--- src/rtl/pwm_ctrl_pkg.sv ---
// Shared types and helpers for the PWM duty button conditioner.
// Channel state encoding and counter sizing.
package pwm_ctrl_pkg;

   typedef enum logic [1:0] {
      IDLE         = 2'd0,
      PRESS_WAIT   = 2'd1,
      HELD         = 2'd2,
      RELEASE_WAIT = 2'd3
   } chan_state_t;

   // Wide enough for the largest count plus one spare bit.
   function automatic int cnt_width(
      input int unsigned a,
      input int unsigned b,
      input int unsigned c
   );
      int unsigned m;
      m = a;
      if (b > m) m = b;
      if (c > m) m = c;
      if (m < 2) m = 2;
      return $clog2(m) + 1;
   endfunction

endpackage

--- src/rtl/btn_debounce_channel.sv ---
// One button channel: two-flop synchroniser, debounce FSM,
// auto-repeat timer, registered pulse and held flags.
module btn_debounce_channel
   import pwm_ctrl_pkg::*;
#(
   parameter int unsigned DEBOUNCE_CYCLES     = 1000000,
   parameter int unsigned REPEAT_DELAY_CYCLES = 50000000,
   parameter int unsigned REPEAT_RATE_CYCLES  = 20000000
) (
   input  logic clk_i,
   input  logic rst_i,
   input  logic btn_raw_i,
   output logic pulse_o,
   output logic held_o
);

   localparam int CW = cnt_width(DEBOUNCE_CYCLES,
                                 REPEAT_DELAY_CYCLES,
                                 REPEAT_RATE_CYCLES);

   // Repeat intervals below 2 would merge adjacent pulses,
   // so they are stretched to keep a low cycle between them.
   localparam int unsigned DLY_EFF =
      (REPEAT_DELAY_CYCLES == 0) ? 0 :
      (REPEAT_DELAY_CYCLES < 2)  ? 2 : REPEAT_DELAY_CYCLES;
   localparam int unsigned RATE_EFF =
      (REPEAT_RATE_CYCLES < 2) ? 2 : REPEAT_RATE_CYCLES;
   localparam bit REPEAT_EN = (DLY_EFF != 0);

   localparam logic [CW-1:0] ONE = CW'(1);
   localparam logic [CW-1:0] DEB_LAST =
      (DEBOUNCE_CYCLES == 0) ? '0 : CW'(DEBOUNCE_CYCLES - 1);
   localparam logic [CW-1:0] DLY_LAST =
      (DLY_EFF == 0) ? '0 : CW'(DLY_EFF - 1);
   localparam logic [CW-1:0] RATE_LAST = CW'(RATE_EFF - 1);

   logic          s1_q;
   logic          s2_q;
   chan_state_t   state_q;
   logic [CW-1:0] cnt_q;
   logic [CW-1:0] rc_q;
   logic          first_q;
   logic          pulse_q;
   logic          held_q;
   logic [CW-1:0] rc_last;

   assign rc_last = first_q ? DLY_LAST : RATE_LAST;

   // Bring the asynchronous button into the clock domain.
   always_ff @(posedge clk_i) begin
      if (rst_i) begin
         s1_q <= 1'b0;
         s2_q <= 1'b0;
      end else begin
         s1_q <= btn_raw_i;
         s2_q <= s1_q;
      end
   end

   // Debounce FSM with auto-repeat; pulse and held are registered.
   always_ff @(posedge clk_i) begin
      if (rst_i) begin
         state_q <= IDLE;
         cnt_q   <= '0;
         rc_q    <= '0;
         first_q <= 1'b0;
         pulse_q <= 1'b0;
         held_q  <= 1'b0;
      end else begin
         pulse_q <= 1'b0;
         held_q  <= (state_q == HELD) ||
                    (state_q == RELEASE_WAIT);
         unique case (state_q)
            IDLE: begin
               if (s2_q) begin
                  state_q <= PRESS_WAIT;
                  cnt_q   <= '0;
               end
            end
            PRESS_WAIT: begin
               if (!s2_q) begin
                  state_q <= IDLE;
               end else if (cnt_q == DEB_LAST) begin
                  state_q <= HELD;
                  pulse_q <= 1'b1;
                  rc_q    <= '0;
                  first_q <= 1'b1;
               end else begin
                  cnt_q <= cnt_q + ONE;
               end
            end
            HELD: begin
               if (!s2_q) begin
                  state_q <= RELEASE_WAIT;
                  cnt_q   <= '0;
               end else if (REPEAT_EN) begin
                  if (rc_q == rc_last) begin
                     pulse_q <= 1'b1;
                     rc_q    <= '0;
                     first_q <= 1'b0;
                  end else begin
                     rc_q <= rc_q + ONE;
                  end
               end
            end
            RELEASE_WAIT: begin
               // A bounce back to pressed resumes the hold silently.
               if (s2_q) begin
                  state_q <= HELD;
                  rc_q    <= '0;
               end else if (cnt_q == DEB_LAST) begin
                  state_q <= IDLE;
               end else begin
                  cnt_q <= cnt_q + ONE;
               end
            end
            default: begin
               state_q <= IDLE;
            end
         endcase
      end
   end

   assign pulse_o = pulse_q;
   assign held_o  = held_q;

endmodule

--- src/rtl/pwm_duty_button_conditioner.sv ---
// Conditions the duty up/down buttons into exclusive
// single-cycle pulses for the PWM generator.
module pwm_duty_button_conditioner
   import pwm_ctrl_pkg::*;
#(
   parameter int unsigned DEBOUNCE_CYCLES     = 1000000,
   parameter int unsigned REPEAT_DELAY_CYCLES = 50000000,
   parameter int unsigned REPEAT_RATE_CYCLES  = 20000000
) (
   input  logic clk,
   input  logic rst,
   input  logic btn_inc_raw,
   input  logic btn_dec_raw,
   output logic increase_duty,
   output logic decrease_duty,
   output logic inc_held,
   output logic dec_held
);

   logic inc_pulse;
   logic dec_pulse;
   logic inc_held_int;
   logic dec_held_int;
   logic inc_duty_q;
   logic dec_duty_q;
   logic inc_duty_d;
   logic dec_duty_d;

   btn_debounce_channel #(
      .DEBOUNCE_CYCLES     (DEBOUNCE_CYCLES),
      .REPEAT_DELAY_CYCLES (REPEAT_DELAY_CYCLES),
      .REPEAT_RATE_CYCLES  (REPEAT_RATE_CYCLES)
   ) u_inc (
      .clk_i     (clk),
      .rst_i     (rst),
      .btn_raw_i (btn_inc_raw),
      .pulse_o   (inc_pulse),
      .held_o    (inc_held_int)
   );

   btn_debounce_channel #(
      .DEBOUNCE_CYCLES     (DEBOUNCE_CYCLES),
      .REPEAT_DELAY_CYCLES (REPEAT_DELAY_CYCLES),
      .REPEAT_RATE_CYCLES  (REPEAT_RATE_CYCLES)
   ) u_dec (
      .clk_i     (clk),
      .rst_i     (rst),
      .btn_raw_i (btn_dec_raw),
      .pulse_o   (dec_pulse),
      .held_o    (dec_held_int)
   );

   // A pulse survives only if the other channel is quiet and not held.
   assign inc_duty_d = inc_pulse & ~dec_pulse & ~dec_held_int;
   assign dec_duty_d = dec_pulse & ~inc_pulse & ~inc_held_int;

   // Register the arbitrated pulses at the output.
   always_ff @(posedge clk) begin
      if (rst) begin
         inc_duty_q <= 1'b0;
         dec_duty_q <= 1'b0;
      end else begin
         inc_duty_q <= inc_duty_d;
         dec_duty_q <= dec_duty_d;
      end
   end

   assign increase_duty = inc_duty_q;
   assign decrease_duty = dec_duty_q;
   assign inc_held      = inc_held_int;
   assign dec_held      = dec_held_int;

endmodule

--- config.mk ---
export PLATFORM = sky130hd
export DESIGN_NAME = pwm_duty_button_conditioner
export DESIGN_NICKNAME = d
export VERILOG_FILES = /design/src/rtl/pwm_ctrl_pkg.sv /design/src/rtl/btn_debounce_channel.sv /design/src/rtl/pwm_duty_button_conditioner.sv
export SDC_FILE = /design/constraint.sdc
export NUM_CORES = 1
export LEC_CHECK = 0
export ABC_CLOCK_PERIOD_IN_PS = 2900
export CORE_MARGIN = 2
export CORE_UTILIZATION = 63
export DETAILED_ROUTE_END_ITERATION = 8
export GPL_TIMING_DRIVEN = 1
export PLACE_DENSITY = 0.86
export SYNTH_ARGS = -nofsm -noshare
export SYNTH_HDL_FRONTEND = slang
export SYNTH_SLANG_ARGS = --single-unit
--- constraint.sdc ---
create_clock -name clk -period 2.9 [get_ports clk]
set_clock_uncertainty 0.15 [all_clocks]
set_input_delay 0.58 -clock clk [delete_from_list [all_inputs] [get_ports clk]]
set_output_delay 0.58 -clock clk [all_outputs]
set_load 0.01 [all_outputs]
---- Yosys cells after proc, flatten, opt, wreduce, memory -nomap -nowiden ----
Cells that the tools add are included.
word-level totals
  bits in registers ....................... 124
  input port bits ......................... 4
  output and inout bits ................... 4
  logic and storage cells ................. 134
cells by class
  add/sub/neg operators ................... 4
  eq/ne operators ......................... 30
  mux-type cells .......................... 58
  bitwise logic cells ..................... 8
  reduce and logical (&&, ||, !) cells .... 16
operator list
  cell                                              number
  two-way mux 27 bit                                18
  one-hot mux 27 bit (4 select lines)               2
  one-hot mux 27 bit (3 select lines)               2
  adder 27 x 1 -> 27 bit (second input constant)    4
  == test 27 x 20 -> 1 bit (second input constant)  2
  == test 27 bit                                    2
  two-way mux 26 bit                                2
  two-way mux 2 bit                                 12
  != test 2 x 1 -> 1 bit (second input constant)    10
  AND reduction 5 bit                               4
  two-way mux 1 bit                                 16
  one-hot mux 2 bit (4 select lines)                2
  AND reduction 4 bit                               4
  != test 2 bit (second input constant)             6
  == test 2 bit (second input constant)             4
  one-hot mux 1 bit (2 select lines)                4
  != test 3 x 2 -> 1 bit (second input constant)    2
  != test 3 bit (second input constant)             2
  nonzero test 3 bit                                2
  bitwise AND 1 bit                                 4
  == test 2 x 1 -> 1 bit (second input constant)    2
  zero test 2 bit                                   2
  inverter 1 bit                                    4
  nonzero test 2 bit                                2
  logical OR 1 bit                                  2

---- Logic depth before layout (Yosys ltp) ----
  depth after elaboration ................. 5
  gate-level depth with buffers ........... 11
  depth with buffers taken out ............ 8

---- Hierarchy ----
From an unflattened synthesis, not the netlist that was laid out.
second synthesis, totals
  cells, all modules ...................... 814
  area total of the unflattened synthesis .. 6,718.9 um^2
by module, submodules not included
  module                       times used  cells an instance  area each (um^2)  sequential area each (um^2)
  btn_debounce_channel         2           405                3,330.7           1,221.2
  pwm_duty_button_conditioner  1           4                  57.6              40.0

---- Worst setup path after synthesis ----
No wires, ideal clock.
  path type ............................... register -> register
  start ................................... register (tool-made name)
  end ..................................... register u_dec.rc_q[19]
  library setup time ...................... 115 ps
  arrival ................................. 2,198 ps
  required time ........................... 2,635 ps
  setup slack ............................. 438 ps
  stages on the path, launching flop included .. 12
  path buffers ............................ 3
  period minus slack after synthesis ...... 2,462 ps
  cell sequence ........................... dfxtp_1 > inv_1 > ha_1 > nor2_1 > a21oi_1 > or2_2 > clkbuf_1 > or2_1 > buf_2 > o21ai_4 > buf_4 > nor2_1
RTL lines
  element                 RTL line                     RTL
  end signal: assignment  btn_debounce_channel.sv:102  rc_q <= rc_q + ONE;
  end: declaration        btn_debounce_channel.sv:41   logic [CW-1:0] rc_q;

---- Worst setup path in the final report ----
  start ................................... register u_dec.cnt_q[15]
  end ..................................... register u_dec.cnt_q[5]
between the ends
  word-level cells in the longest chain between the ends .. 4
  elaborated cells between the ends (all ways) .. 5
  classes of those cells .................. eq/ne (1); mux (4)
RTL lines
  element                                       RTL line                                                 RTL
  start: declaration                            btn_debounce_channel.sv:40                               logic [CW-1:0] cnt_q;
  start signal: assignment                      btn_debounce_channel.sv:89                               cnt_q <= cnt_q + ONE;
  start signal: assignment                      btn_debounce_channel.sv:114                              cnt_q <= cnt_q + ONE;
  == test 27 x 20 -> 1 bit (*)                  btn_debounce_channel.sv:83, btn_debounce_channel.sv:111
  two-way mux 27 bit (*)                        n/a
  two-way mux 27 bit, on equally long branches  n/a
  one-hot mux 27 bit (4 select lines) (*)       n/a
Mark *: on every way between the ends. The rest lies on a longest branch, timed or not. The select of a mux whose other input is x is not followed.
A chain may end at the register's enable or synchronous reset.

==> out/metrics.cfg <==
[synth]
netlist_instances = 796
yosysTopAreaCellShare_pct = 38.5
synth-main-ff-cell = dfxtp_1
synth_cell_type_count = 69
postSynthAreaPerCell_um2 = 8.10
yosysWarnings = 0
syn_nets = 812
synth_common_cells = dfxtp_1 (124), nor2_1 (84), nand2_1 (73), nand3_1 (61), a21oi_1 (50)
synth.cell_area_mm2 = 0.00645
synth_seq_area_share_pct = 38.5
async_flop_share_pct = 0
synthTopCellsByArea = dfxtp_1 (38%), nor2_1 (4.9%), nand3_1 (4.7%)
synth_edf_count = 0
yosysMostFrequentCell = dfxtp_1
synth_seq_cells = 124
synth_area_leader_cell = dfxtp_1

[global_route]
grt_first_pass_wirelength_mm = 26.2
antenna_found_initial = 0
grt_pass1_vias = 5686
grt_start_max_net_pins = 27
grt_overflow = 0
gr-usage-all-layers_pct = 28.8

[timing]
relSlewSlack_pct = 40.9
max_freq_mhz = 368
finalSetupViolations = 0
period_minus_slack_ps = 2720
final-max-slew-violation-count = 0
finalHoldViolCount = 0
worst_pin_slew_ps = 886
post-route-period-util_pct = 93.7
finalSetupTns_ps = 0
rsz0062_at_grt = no
holdWs_ps = 283

[setup_path]
path_class = flop to flop
r2r_end = u_dec.cnt_q[5]
slowest_stage = o311a_1
cp-end-kind = flop
reg2reg_depth = 7
crit_path_cell_trace = nor4_1 -> nand4_1 -> o311a_1 -> o21ai_4 -> buf_4 -> o21ai_0 -> a21oi_1
startpoint_type = flop
arrival_ps = 3020
crit_fanout = 19
worstReg2RegStart = u_dec.cnt_q[15]
cp_slowest_stage_delay_ps = 500
r2r_slack_ps = 180
critPathRequiredTime_ps = 3200

[detailed_routing]
wl_per_cell_um = 16.2
drtIter0Drc = 433
drt_wl_total_mm = 15.5
firstDrtPassIters = 5
vias = 6123
via_per_inst = 6.39
ant_nets = 0
drcViolationCount = 0

[hold_path]
hp-start = u_dec.pulse_o
hold_end = increase_duty
holdPathStages = 1
hold_class = flop to flop

[layout]
insertedDiodeCount = 0
drive_gt1_share_pct = 9.94
num-fill-cells = 693
area_growth_pct = 14.0
fin_area_mm2 = 0.00736
final_nets = 828

[floorplanning]
coreArea_mm2 = 0.00986
fp-row-count = 36
die_x_um = 105
dieHeight_um = 105
initial_core_util_pct = 65.4
fp.dieArea_mm2 = 0.0111
ios = 8

[power_and_ir_drop]
comb_power_share_pct = 8.8
sw_frac_of_total_pct = 24.4
ir_worst_vdd_mv = 0.519
p_switching_mw = 1.05
power.total_mw = 4.31
seqPwrFrac_pct = 40.2
intPower_mw = 3.26
leakage_nw = 2.42
powerDensity_mw_per_mm2 = 586
pwr-share-clk_pct = 51.0

[cts]
cts_tree = built
cts_buffers = 17
clk_pin_slew_ps = 60
clock_path_buffers = 2
cts_root_buffer = clkbuf_8
cts_max_level = 4
cts.sinks = 124
clock_latency_ps = 550

[placed_design]
postPlaceCellArea_mm2 = 0.00670
dp_hpwl_mm = 10.1
gp_congestion = 0.945
io_buffers = 7

[job]
maxCapViolations = 0

[run_status]
run_status = complete, no violations

==> sequential cells by signal, indices dropped and copies added, names as in the netlist, named ones only <==
name	cells
u_dec.pulse_o	1
u_inc.held_o	1
u_dec.held_o	1
u_dec.first_q	1
u_inc.rc_q	27
u_dec.s1_q	1
decrease_duty	1
u_inc.s1_q	1
u_inc.s2_q	1
u_dec.s2_q	1
u_dec.state_q	1
u_dec.cnt_q	27
u_dec.rc_q	27
u_inc.first_q	1
u_inc.cnt_q	27
u_inc.pulse_o	1
increase_duty	1
u_inc.state_q	1
==> how the worst max path moves through the flow <==
| stage | from | end |
|---|---|---|
| 2_1_floorplan | flop | u_dec.rc_q[19] |
| 3_3_place_gp | u_inc.cnt_q[0] | u_inc.rc_q[13] |
| 3_5_place_dp | u_inc.cnt_q[0] | u_inc.rc_q[18] |
| 4_1_cts | u_dec.state_q[0] | u_dec.cnt_q[22] |
| 5_1_grt | u_dec.cnt_q[15] | u_dec.cnt_q[5] |
| 6_report | u_dec.cnt_q[15] | u_dec.cnt_q[5] |
==> layout by cell type, fill, tap and decap left out, drive strengths merged, types with 4 or more instances in the layout <==
master           n
and3            17
nand4           26
clkinvlp         4
or2              6
nor2            84
a21oi           50
or4             20
or3             24
o21a             4
nand2b           5
a31oi            7
nor4b            7
and2             6
xor2            17
nand4b           6
clkdlybuf4s50    7
xnor2           28
nand2           73
nand3           61
o211ai          11
o21ai           36
or3b             5
clkbuf          23
ha              12
and4            13
inv             21
o31ai           15
nor4             8
dfxtp          124
nor2b            9
nor3            28
buf             25
==> final cells by class <==
type / count / area [um^2] / share of cell area, %
multi-input cells: 615 / 3730 / 50.8
flip-flops and latches: 124 / 2480 / 33.7
clock buffers: 23 / 487 / 6.62
repair buffers: 32 / 270 / 3.67
well taps: 133 / 166 / 2.26
clock inverters: 9 / 134 / 1.82
inverters: 22 / 82.6 / 1.12
==> power by group through the flow <==
stage	clock network [mW]	logic [mW]	registers, mW
6_report	2.20	0.380	1.73
2_1_floorplan	0	0.265	1.76
3_3_place_gp	0	0.339	1.77
3_5_place_dp	0	0.353	1.77
4_1_cts	2.21	0.357	1.73
5_1_grt	2.28	0.415	1.73
==> worst max-delay path: cells and delay by family, from the launching register on <==
family          cells  cell delay [ps]
compound gates      4             1090
flops               1              370
buf+inv             1              270
simple gates        2              760
==> what timing repair did <==
action,CTS,global route
buffers inserted,0,1
resized for setup,0,4
hold buffers,0,0
setup endpoints to repair,0,17
==> stage by stage <==
step,std cells,setup slack [ps],util [%]
6_report,958,182,74.6
5_1_grt,958,0.428,74.6
4_1_cts,957,118,74.2
3_5_place_dp,925,176,67.9
3_3_place_gp,925,275,67.9
2_1_floorplan,796,438,-
==> routing by layer <==
metal  GRT usage, %  wire, um
met3           6.80      1040
met1           36.1      6530
met5              0         0
met4           12.2       378
met2           47.1      7590
==> logic make-up after synthesis <==
kind of cell             synth area share (%)
XOR/XNOR                                 6.11
buffers and inverters                    3.88
AO/OA/AOI/OAI                            14.5
AND/OR/NAND/NOR                          34.2
multiplexers                            0.485
flip-flops                               38.5
adder cells (fa/ha/maj)                  2.33
(Power assumes the default switching activity.)
